### src/rtl/data_mem_responder.sv
// Word-addressed data memory responder: one load/store at a time over req/ready,
// with programmable wait states and an error flag for misaligned or out-of-range addresses.
module data_mem_responder #(
  parameter int DEPTH_WORDS = 64,
  parameter int WAIT_STATES = 2
) (
  input  logic        i_clk,
  input  logic        i_reset,
  input  logic        i_req,
  input  logic        i_we,
  input  logic [31:0] i_addr,
  input  logic [31:0] i_wdata,
  output logic        o_ready,
  output logic [31:0] o_rdata,
  output logic        o_err
);

  localparam int          AW        = (DEPTH_WORDS > 1) ? $clog2(DEPTH_WORDS) : 1;
  localparam logic [29:0] DEPTH_W   = 30'(DEPTH_WORDS);
  localparam logic [3:0]  WAIT_LOAD = (WAIT_STATES > 0) ? 4'(WAIT_STATES - 1) : 4'd0;
  localparam logic        ZERO_WAIT = (WAIT_STATES == 0);

  typedef enum logic [1:0] {
    ST_IDLE = 2'd0,
    ST_WAIT = 2'd1,
    ST_RESP = 2'd2
  } state_t;

  state_t          r_state;
  state_t          w_state_nxt;
  logic [3:0]      r_cnt;
  logic [3:0]      w_cnt_nxt;
  logic            r_we;
  logic [AW-1:0]   r_idx;
  logic [31:0]     r_wdata;
  logic            r_ready;
  logic            r_err;
  logic [31:0]     r_rdata;
  logic [31:0]     r_mem [DEPTH_WORDS];

  logic            w_addr_ok;
  logic [AW-1:0]   w_in_idx;
  logic            w_capture;
  logic            w_access;
  logic            w_access_en;
  logic            w_reject;
  logic            w_acc_we;
  logic [AW-1:0]   w_acc_idx;
  logic [31:0]     w_acc_wdata;

  assign w_addr_ok   = (i_addr[1:0] == 2'b00) && (i_addr[31:2] < DEPTH_W);
  assign w_in_idx    = i_addr[AW+1:2];
  // Reset wins over a simultaneous clock edge, so no storage write may slip through.
  assign w_access_en = w_access & ~i_reset;

  // Next-state logic; the access operands come straight from the inputs on a zero-wait accept.
  always_comb begin
    w_state_nxt = r_state;
    w_cnt_nxt   = r_cnt;
    w_capture   = 1'b0;
    w_access    = 1'b0;
    w_reject    = 1'b0;
    w_acc_we    = r_we;
    w_acc_idx   = r_idx;
    w_acc_wdata = r_wdata;
    case (r_state)
      ST_IDLE: begin
        if (i_req) begin
          w_capture = 1'b1;
          if (!w_addr_ok) begin
            w_state_nxt = ST_RESP;
            w_reject    = 1'b1;
          end else if (ZERO_WAIT) begin
            w_state_nxt = ST_RESP;
            w_access    = 1'b1;
            w_acc_we    = i_we;
            w_acc_idx   = w_in_idx;
            w_acc_wdata = i_wdata;
          end else begin
            w_state_nxt = ST_WAIT;
            w_cnt_nxt   = WAIT_LOAD;
          end
        end else begin
          w_state_nxt = ST_IDLE;
        end
      end
      ST_WAIT: begin
        if (r_cnt == 4'd0) begin
          w_state_nxt = ST_RESP;
          w_access    = 1'b1;
        end else begin
          w_cnt_nxt = r_cnt - 4'd1;
        end
      end
      ST_RESP: begin
        w_state_nxt = ST_IDLE;
      end
      default: begin
        w_state_nxt = ST_IDLE;
        w_cnt_nxt   = 4'd0;
      end
    endcase
  end

  // Control state, captured request and registered response.
  always_ff @(posedge i_clk or posedge i_reset) begin
    if (i_reset) begin
      r_state <= ST_IDLE;
      r_cnt   <= 4'd0;
      r_we    <= 1'b0;
      r_idx   <= '0;
      r_wdata <= 32'd0;
      r_ready <= 1'b0;
      r_err   <= 1'b0;
      r_rdata <= 32'd0;
    end else begin
      r_state <= w_state_nxt;
      r_cnt   <= w_cnt_nxt;
      if (w_capture) begin
        r_we    <= i_we;
        r_idx   <= w_in_idx;
        r_wdata <= i_wdata;
      end
      r_ready <= (w_state_nxt == ST_RESP);
      if (w_access) begin
        r_err   <= 1'b0;
        r_rdata <= w_acc_we ? 32'd0 : r_mem[w_acc_idx];
      end else if (w_reject) begin
        r_err   <= 1'b1;
        r_rdata <= 32'd0;
      end
    end
  end

  // Storage is deliberately not reset.
  always_ff @(posedge i_clk) begin
    if (w_access_en && w_acc_we) begin
      r_mem[w_acc_idx] <= w_acc_wdata;
    end
  end

  assign o_ready = r_ready;
  assign o_rdata = r_rdata;
  assign o_err   = r_err;

endmodule

### config.mk
export PLATFORM = sky130hd
export DESIGN_NAME = data_mem_responder
export DESIGN_NICKNAME = d
export VERILOG_FILES = /design/src/rtl/data_mem_responder.sv
export SDC_FILE = /design/constraint.sdc
export NUM_CORES = 2
export LEC_CHECK = 0
export BUFFER_PORTS_ARGS = -buffer_cell sky130_fd_sc_hd__buf_4
export CORE_ASPECT_RATIO = 1.1
export CORE_UTILIZATION = 56
export DETAILED_ROUTE_END_ITERATION = 6
export GPL_TIMING_DRIVEN = 0
export PLACE_DENSITY = 0.75
export SLEW_MARGIN = 10
export SYNTH_ARGS = -nofsm -noshare
export SYNTH_HDL_FRONTEND = slang
export SYNTH_SLANG_ARGS = --single-unit
export TNS_END_PERCENT = 1
### constraint.sdc
create_clock -name i_clk -period 3.5 [get_ports i_clk]
set_input_delay 0.525 -clock i_clk [delete_from_list [all_inputs] [get_ports i_clk]]
set_output_delay 0.525 -clock i_clk [all_outputs]
set_load 0.05 [all_outputs]
==> summary.txt <==
Floorplanning
  • Initial Utilization: 56.5%
  • Die Area: 0.147 mm²
  • Site Rows: 146
  • Chip width: 365 µm
  • Die height: 402 µm
  • Ports: 102
  • Placeable Area: 0.144 mm²

Timing
  • Maximum clock rate: 268 MHz
  • Worst slew pin tran: 1.32 ns
  • Slew Viols, Final: 0
  • Setup TNS: -132.18 ns
  • Final period util: 107%
  • RSZ-0062 raised after global routing: yes
  • Post-route setup slack: -0.233 ns
  • Setup Viol. Count Final: 1352
  • Skew final: 0.0442 ns
  • Hold Vio Cnt, Final: 0
  • Slew margin rel.: 11.7%
  • Crit path time final: 3.73 ns

Pwr
  • Sw Share: 26.1%
  • Clock Power Share: 36.5%
  • Flop pwr share: 51.3%
  • Internal Power: 42.6 mW
  • Leakage power: 31.1 nW
  • Switching power: 15.0 mW
  • Pwr dens: 601 mW/mm²
  • Combinational power share: 12.3%
  • Total power: 57.6 mW
  • Maximum VDD drop: 484 µV

Logic synthesis
  • Synthesized flop and latch total: 2127
  • Synth Area per Inst: 18.7 µm²
  • Post-synth EDFFs: 2048
  • Synth top area cells: edfxtp_1 76%, mux2i_1 4.7%, mux4_2 3.8%
  • Mapped Cells: 4337
  • Async SR Flop Fraction: 3.71%
  • Synth Warn #: 0
  • Largest area contributor in the synthesized netlist: edfxtp_1
  • Synth unique cells: 50
  • Synth top area share: 75.7%
  • Seq/Total Area, Yosys: 78.1%
  • Synth Flop Type: edfxtp_1
  • Syn nets: 4406
  • Syn Std Cell Area: 0.0813 mm²

Global route
  • GR Util All Layers: 32.9%
  • Number of global-route vias before repair: 46881
  • Largest net degree at the start of global routing: 66
  • Grt ovf: 0
  • Initial antenna violation count: 7
  • Global route hottest layer: met2
  • Met1 GRT Util: 43.0%
  • Met3 usage: 10.6%
  • Met2 Track Usage GR: 49.3%
  • First-pass GRT wire length: 337000 µm

Finish
  • Final nets: 4940
  • Finished Layout Cells: 6966
  • Fillers: 8876
  • Design Area, Final: 0.0959 mm²
  • Syn-to-layout area delta: 18.0%
  • Share of cells above drive strength 1: 21.1%

Worst setup path
  • WP data arrival: 4.26 ns
  • Most used cell, CP: buf_4
  • Crit path capture type: flop
  • WS Path Type: flop to flop
  • Crit-path slowest cell: dfrtp_2
  • Data required, critical path: 4.03 ns
  • Max FO, Critical Path: 27
  • CP Launch Type: flop
  • Critical-path cell list: buf_6 -> buf_6 -> buf_4 -> buf_4 -> buf_4 -> and4_1 -> nand2_2 -> nor2_4 -> buf_12
  • Slowest stage delay, CP: 0.43 ns

Route
  • Wire per inst: 35.0 µm
  • Post-route DRC: 0
  • DR pass1 iterations: 7
  • Final WL: 244000 µm
  • Vias per cell: 6.95
  • DRT antenna net count: 0
  • DR vias: 48409
  • DR iter-0 viols: 8756

Placed design
  • Port bufs: 101
  • Area after DPL: 0.0871 mm²
  • Gpl congestion: 0.979
  • Setup WS pre-CTS: -1.20 ns
  • HPWL after DPL: 153000 µm
  • Placed Instances: 6452

CTS
  • CTS root buf: clkbuf_16
  • Clock transition time at the flip-flop clock pins of the worst setup and hold paths: 0.07 ns
  • CTS Sinks: 2127
  • CTS Buf Count: 191
  • CTS tree: done
  • Clk_lat worst skew: 0.86 ns
  • CTS Buffer Depth: 3
  • H-tree level count: 4

Outcome
  • Status: finished, violations left
  • Failing checks: negative setup slack

Worst hold path
  • Worst Hold Class: input port to flop

Flow run
  • Max Cap Viol: 0
timing repair:
action | 4_1_cts | 5_1_grt
setup endpoints to repair | 2079 | 1896
resized for setup | 67 | 142
buffers inserted | 105 | 10
pin swaps | 59 | 13
endpoints found under the hold margin | 63 | 0
hold buffers | 38 | 0
path summary, 6_finish.rpt:
path	from	end	slack, ns	cells past startpoint
max in group asynchronous	i_reset	r_wdata[31]$_DFFE_PP0P_	2.24	5
min in group asynchronous	i_reset	r_state[1]$_DFF_PP0_	0.35	3
worst max-delay path	r_idx[2]$_DFFE_PP0P_	r_mem[36][28]$_DFFE_PP_	-0.23	9
worst min register to register	o_err$_DFFE_PP0P_	o_err$_DFFE_PP0P_	0.51	1
worst max register to register	r_idx[2]$_DFFE_PP0P_	r_mem[36][28]$_DFFE_PP_	-0.23	9
worst min-delay path	i_addr[2]	r_idx[0]$_DFFE_PP0P_	0.05	3
per-stage QoR:
step           util [%]  hold slack [ns]
6_report           66.6           0.0536
5_1_grt            66.6           0.0416
4_1_cts            66.3           0.0115
3_5_place_dp       60.5            0.485
3_3_place_gp       58.7            0.480
2_1_floorplan         -            0.460
placed cells by master (no fill, tap or decap), types with 90 or more instances in the layout:
| cell | instances |
|---|---|
| o22a_1 | 120 |
| a221oi_1 | 199 |
| clkbuf_16 | 197 |
| clkbuf_1 | 153 |
| edfxtp_1 | 2048 |
| mux2i_1 | 380 |
| mux4_2 | 136 |
| nand2_1 | 123 |
| buf_4 | 178 |
| a32oi_1 | 90 |
| buf_12 | 109 |
| a31oi_1 | 120 |
| nor2b_1 | 93 |
cell usage after synthesis, drive strengths merged, types with 2 or more instances:
| master | instances |
|---|---|
| nand3 | 11 |
| o21ai | 99 |
| or3b | 2 |
| o22ai | 72 |
| a22oi | 66 |
| a22o | 62 |
| nand4 | 33 |
| dfrtp | 79 |
| nor3 | 2 |
| a21oi | 2 |
| o31ai | 3 |
| nor2 | 146 |
| or3 | 2 |
| or2 | 4 |
| and3 | 2 |
| nand2b | 4 |
| nor4 | 7 |
| edfxtp | 2048 |
| clkbuf | 172 |
| nand2 | 133 |
| nand3b | 3 |
| a221oi | 221 |
| a211oi | 2 |
| nor4b | 30 |
| inv | 6 |
| mux2i | 380 |
| a2111oi | 29 |
| nor2b | 94 |
| a31oi | 120 |
| and3b | 4 |
| a32oi | 90 |
| o22a | 120 |
| and2 | 3 |
| mux4 | 136 |
| and4 | 3 |
| nor3b | 4 |
| buf | 136 |
registers in the layout (all words and copies together) (netlist names):
| name | cells |
|---|---|
| r_idx | 6 |
| r_we | 1 |
| r_wdata | 32 |
| o_rdata | 32 |
| o_err | 1 |
| r_state | 2 |
| o_ready | 1 |
| r_cnt | 4 |
| r_mem | 2048 |
per-layer routing:
layer / part of all wire, % / vias up
li1: - / 19116
met1: 34 / 24301
met2: 45 / 4165
met3: 15 / 821
met4: 6.3 / 6
met5: 0.030 / -
worst max-delay path: cells and delay by family (launching register included):
kind | cells | cell delay (ns)
flip-flops | 1 | 0.43
AND/OR/NAND/NOR | 3 | 1.16
buffers and inverters | 6 | 1.76
logic make-up (layout without fill, tap and decap cells):
kind of cell,after synthesis,after routing,synth area share [%]
flip-flops,2127,2127,78.1
AO/OA/AOI/OAI,891,891,8.66
multiplexers,516,516,8.45
AND/OR/NAND/NOR,487,487,3.00
buffers and inverters,314,1013,1.76
adder cells (fa/ha/maj),1,1,0.0154
XOR/XNOR,1,1,0.0108
other,0,6,0
power by group through the flow:
stage | clock, mW | sequential [mW] | combinational [mW]
after floorplan | 0 | 29.8 | 3.41
after global placement | 0 | 30.5 | 5.52
after detailed placement | 0 | 30.0 | 6.33
after CTS | 20.9 | 29.5 | 6.54
after global routing | 21.9 | 29.5 | 7.15
final | 21.0 | 29.5 | 7.08
layout make-up:
type / instances / area [µm²] / area share (%)
Timing Repair Buffer: 344 / 4680 / 4.88
Buffer: 305 / 1560 / 1.62
Inverter: 6 / 28.8 / 0.0300
Multi-Input combinational cell: 1896 / 17400 / 18.2
Tap cell: 1924 / 2410 / 2.51
Clock buffer: 244 / 5270 / 5.49
Sequential cell: 2127 / 63500 / 66.3
Clock inverter: 114 / 973 / 1.01
Antenna cell: 6 / 15.0 / 0.0157
Power figures use the tool's default switching activity.
